==> config.mk <==
export PLATFORM = sky130hd
export DESIGN_NAME = crc_lfsr_core
export DESIGN_NICKNAME = d
export VERILOG_FILES = /design/src/rtl/crc_pkg.sv /design/src/rtl/crc_lfsr_core.sv
export SDC_FILE = /design/constraint.sdc
export NUM_CORES = 1
export LEC_CHECK = 0
export ABC_AREA = 0
export CAP_MARGIN = 20
export CORE_AREA = 2 2 39 41
export CTS_CLUSTER_DIAMETER = 50
export DETAILED_ROUTE_END_ITERATION = 10
export DIE_AREA = 0 0 41 43
export GPL_TIMING_DRIVEN = 1
export PLACE_DENSITY = 0.68
export SYNTH_ARGS = -nofsm -noshare
export SYNTH_HDL_FRONTEND = slang
export SYNTH_SLANG_ARGS = --single-unit
==> constraint.sdc <==
create_clock -name clk -period 1.6 [get_ports clk]
set_input_delay 0.32 -clock clk [delete_from_list [all_inputs] [get_ports clk]]
set_output_delay 0.32 -clock clk [all_outputs]
set_load 0.05 [all_outputs]
==> src/rtl/crc_pkg.sv <==
// rtl/crc_pkg.sv - shared types, defaults and LFSR step for the serial CRC-8 link
//
// Purpose: FSM state encoding, default SEED/TAPS constants and the crc_step
// function used by both the serial CRC generator and the serial CRC checker.
// Ports: none (package).

package crc_pkg;

  typedef enum logic [2:0] {
    ST_IDLE,
    ST_DATA,
    ST_WAIT_CRC,
    ST_CHECK,
    ST_REPORT
  } state_t;

  // Widest LFSR crc_step can handle; narrower LFSRs are zero-extended into it.
  localparam int CRC_MAX_W = 32;

  localparam logic [7:0] CRC_SEED_DEFAULT = 8'hD8;
  localparam logic [7:0] CRC_TAPS_DEFAULT = 8'h44;

  // One data-bit step of a right-shifting LFSR of 'width' bits: the feedback
  // enters at the top bit and is XORed into every tapped bit below it.
  // Bits of 'lfsr' at or above 'width' must be zero.
  function automatic logic [CRC_MAX_W-1:0] crc_step(
    input logic [CRC_MAX_W-1:0] lfsr,
    input logic [CRC_MAX_W-1:0] taps,
    input int                   width,
    input logic                 d
  );
    logic                 fb;
    logic [CRC_MAX_W-1:0] sh;
    logic [CRC_MAX_W-1:0] nxt;
    fb  = d ^ lfsr[0];
    sh  = lfsr >> 1;
    nxt = '0;
    for (int i = 0; i < CRC_MAX_W; i++) begin
      if (i < width - 1) begin
        nxt[i] = sh[i] ^ (fb & taps[i]);
      end else if (i == width - 1) begin
        nxt[i] = fb;
      end
    end
    return nxt;
  endfunction

endpackage

==> src/rtl/crc_lfsr_core.sv <==
// rtl/crc_lfsr_core.sv - CRC LFSR register with load, data-step and trailer-shift
//
// Purpose: holds the CRC LFSR shared by the serial generator and checker.
// Ports:
//   clk, rst    clock, synchronous active-high reset (loads SEED)
//   load        reload SEED; combined with step_data it steps from SEED
//   step_data   advance the LFSR by one data bit (din)
//   step_shift  shift right with zero fill (trailer serialisation/compare)
//   din         serial data bit
//   lfsr_lsb    lfsr[0], the next trailer bit

module crc_lfsr_core
  import crc_pkg::*;
#(
  parameter int                   CRC_WIDTH = 8,
  parameter logic [CRC_WIDTH-1:0] SEED      = CRC_WIDTH'(CRC_SEED_DEFAULT),
  parameter logic [CRC_WIDTH-1:0] TAPS      = CRC_WIDTH'(CRC_TAPS_DEFAULT)
) (
  input  logic clk,
  input  logic rst,
  input  logic load,
  input  logic step_data,
  input  logic step_shift,
  input  logic din,
  output logic lfsr_lsb
);

  logic [CRC_WIDTH-1:0] lfsr;
  logic [CRC_WIDTH-1:0] base;
  logic [CRC_WIDTH-1:0] stepped;

  // A frame start both reloads and consumes its first bit in the same cycle.
  assign base    = load ? SEED : lfsr;
  assign stepped = CRC_WIDTH'(crc_step(CRC_MAX_W'(base), CRC_MAX_W'(TAPS),
                                       CRC_WIDTH, din));

  always_ff @(posedge clk) begin
    if (rst) begin
      lfsr <= SEED;
    end else if (step_data) begin
      lfsr <= stepped;
    end else if (step_shift) begin
      lfsr <= lfsr >> 1;
    end else if (load) begin
      lfsr <= SEED;
    end
  end

  assign lfsr_lsb = lfsr[0];

endmodule

==> impl_metrics.csv <==
group,metric,value,unit
status,status,"complete, no violations",
clock_tree,cts_tree,"done",
synth,async_reset_ff_frac,0,
place,dpl_worst_slack,-0.0467,ns
synth,synth_seq_cells,8,
worst_hold_path,hp-class,"reg2reg",
sta,fin_crit,1.39,ns
sta,fmax,0.719,GHz
drt,final_antenna_net_count,0,
worst_hold_path,hold_path_end,"lfsr[1]",
finish,layout_common_cells,"dfxtp_1, buf_4, nand2_1",
place,dp_cells,86,
clock_tree,htreeDepth,1,
critical_path,worstPathArrival,1.57,ns
floorplan,dieWidth,41,microns
drt,wl_met1,454,microns
worst_hold_path,worstHoldPathCells,2,
synth,synth_nets,66,
grt,grt_pass1_vias,404,
finish,layout.cells.non_filler,89,
clock_tree,cts_buffer_depth,2,
drt,routedWlPerCell,11.1,microns
sta,worst_pin_slew,0.311,ns
drt,maxUsedRoutingLayer,"met4",
clock_tree,cts_setup_buffers,0,
sta,slew_headroom,0.792,
sta,finalSetupViolCount,0,
critical_path,rr_startpoint,"lfsr[0]",
synth,syn_area_per_cell,7.95,sq um
sta,fin_hold_ws,0.471,ns
clock_tree,cts-root-buf,"clkbuf_4",
worst_hold_path,min_from,"lfsr[2]",
synth,yosysWarnings,0,
finish,diodes,0,
run,cap_violations,0,
finish,syn_to_final_growth,30.7,%
critical_path,critPathMaxFanout,10,
critical_path,r2r_cells,3,
clock_tree,clk_pin_slew,0.06,ns
grt,grt_max_degree,15,
critical_path,critPathCaptureType,"register",
finish,fillers,151,
grt,grt_pass1_wl,1.52,mm
finish,largest_reg_flops,8,
place,port_buffers,6,
floorplan,io_pins,7,
finish,fin_nets,81,
critical_path,start_kind,"primary input",
clock_tree,cts_resized,0,
sta,final.period_utilization,0.869,
synth,synthCells,60,
clock_tree,hold_buffers,0,
drt,wl_met2,488,microns
drt,viasPerCell,5.13,
floorplan,coreArea,1380,sq um
drt,first_pass_iters,4,
drt,drt_iter0_markers,9,
clock_tree,clock_sinks,8,
floorplan,rows,14,
finish,layout-drive-gt1-share,0.219,
power_and_ir_drop,power.density,744,nW/um^2
power_and_ir_drop,ir_drop,0.410,mV
critical_path,cpPeakStageDelay,0.56,ns
floorplan,dieArea,1760,sq um
floorplan,initial_utilization,0.344,
clock_tree,clk_latency,0.25,ns
critical_path,cpMaxStageDelayCell,"clkdlybuf4s50_1",
sta,rsz0062_at_grt,"no",
critical_path,crit_family,"buffers and inverters",
synth,synth_area,477,sq um
grt,antenna_found_initial,0,
critical_path,crit_buf_inv,1,
grt,grt_usage,0.131,
synth,ys.flop_type,"dfxtp_1",
sta,finClkSkew,0.00302,ns
clock_tree,cts-buffers-inserted,3,
finish,largestRegisters,"lfsr x8",
critical_path,cp.required,1.78,ns
floorplan,die-height,43,microns
drt,routed-wl-met3,25,microns
critical_path,crit_chain,"clkdlybuf4s50_1, or3b_1, a21o_1, a21oi_1",
drt,finalWirelength,989,microns
place,place_congestion,0.710,
critical_path,rrSetupSlack,0.30,ns
drt,vias,457,
place,hpwlAfterDp,793,microns
sta,hold_violations,0,
sta,final_max_slew_viol_count,0,
sta,layout_setup_ws,0.209,ns
power_and_ir_drop,leakagePower,0.233,nW
drt,drc_errors,0,
synth,yosysSeqAreaShare,0.336,
critical_path,r2r_end,"lfsr[6]",
synth,yosys.cell_types.count,27,
critical_path,crit_type,"in2reg",
finish,top_register,"lfsr",
synth,synth_edf_count,0,
grt,grt_overflow,0,
## final cells by class
class	instances	area, sq um	area share
clock buffers	3	22.5	0.0361
multi-input cells	46	283	0.454
flip-flops and latches	8	160	0.257
repair buffers	14	130	0.209
inverters	2	7.51	0.0120
well taps	16	20.0	0.0321
## routing by layer
metal,vias to the layer above,track usage
li1,240,-
met1,209,0.129
met2,6,0.216
met3,2,0.0471
met4,0,0.0800
met5,-,0
## worst max path at each step
stage | cells after the start | end | start
after floorplan | 3 | lfsr[6] | lfsr[0]
after global placement | 4 | lfsr[0] | step_shift
after detailed placement | 5 | lfsr[4] | step_shift
after CTS | 5 | lfsr[4] | step_shift
after global routing | 5 | lfsr[4] | step_shift
final | 4 | lfsr[1] | step_shift
## worst reg2reg max path: cells and delay by family, from the launching register on
family / cells / cell delay [ns]
flops: 1 / 0.49
xor+xnor: 1 / 0.12
compound gates: 1 / 0.25
simple gates: 1 / 0.33
## metrics by stage
stage	instance area (sq um)	utilization	setup TNS (ns)	power, W
CTS	623	0.450	0	0.000469
floorplan	477	-	0	0.000276
global route	623	0.450	0	0.000493
detailed placement	601	0.434	-0.139	0.000316
finish	623	0.450	0	0.000464
global placement	601	0.434	-0.121	0.000313
## where the power goes
group,internal [W],switching (W),leakage [nW]
clock,0.0000858,0.0000673,0.0138
sequential,0.000212,0.0000102,0.0663
combinational,0.0000489,0.0000394,0.153
## cell families (layout without fill, tap and decap cells)
logic type | count (synthesis) | count (layout) | synth area share
buffers and inverters | 6 | 19 | 0.0709
xor gates and xnor gates | 2 | 2 | 0.0368
and+or+nand+nor | 26 | 26 | 0.299
AOI/OAI and AO/OA | 18 | 18 | 0.257
DFF | 8 | 8 | 0.336
## synthesized netlist by cell type, types with 2 or more instances
master | instances | share of area
dfxtp_1 | 8 | 0.34
nand2_1 | 7 | 0.055
a21oi_1 | 4 | 0.042
o21ai_0 | 4 | 0.042
buf_2 | 3 | 0.031
nand2b_1 | 3 | 0.039
nor2b_1 | 3 | 0.039
a21o_1 | 2 | 0.031
inv_1 | 2 | 0.016
nor2_1 | 2 | 0.016
nor3_1 | 2 | 0.021
nor4_1 | 2 | 0.026
or3_1 | 2 | 0.026
or3b_1 | 2 | 0.037
xor2_1 | 2 | 0.037
(Power assumes the default switching activity.)
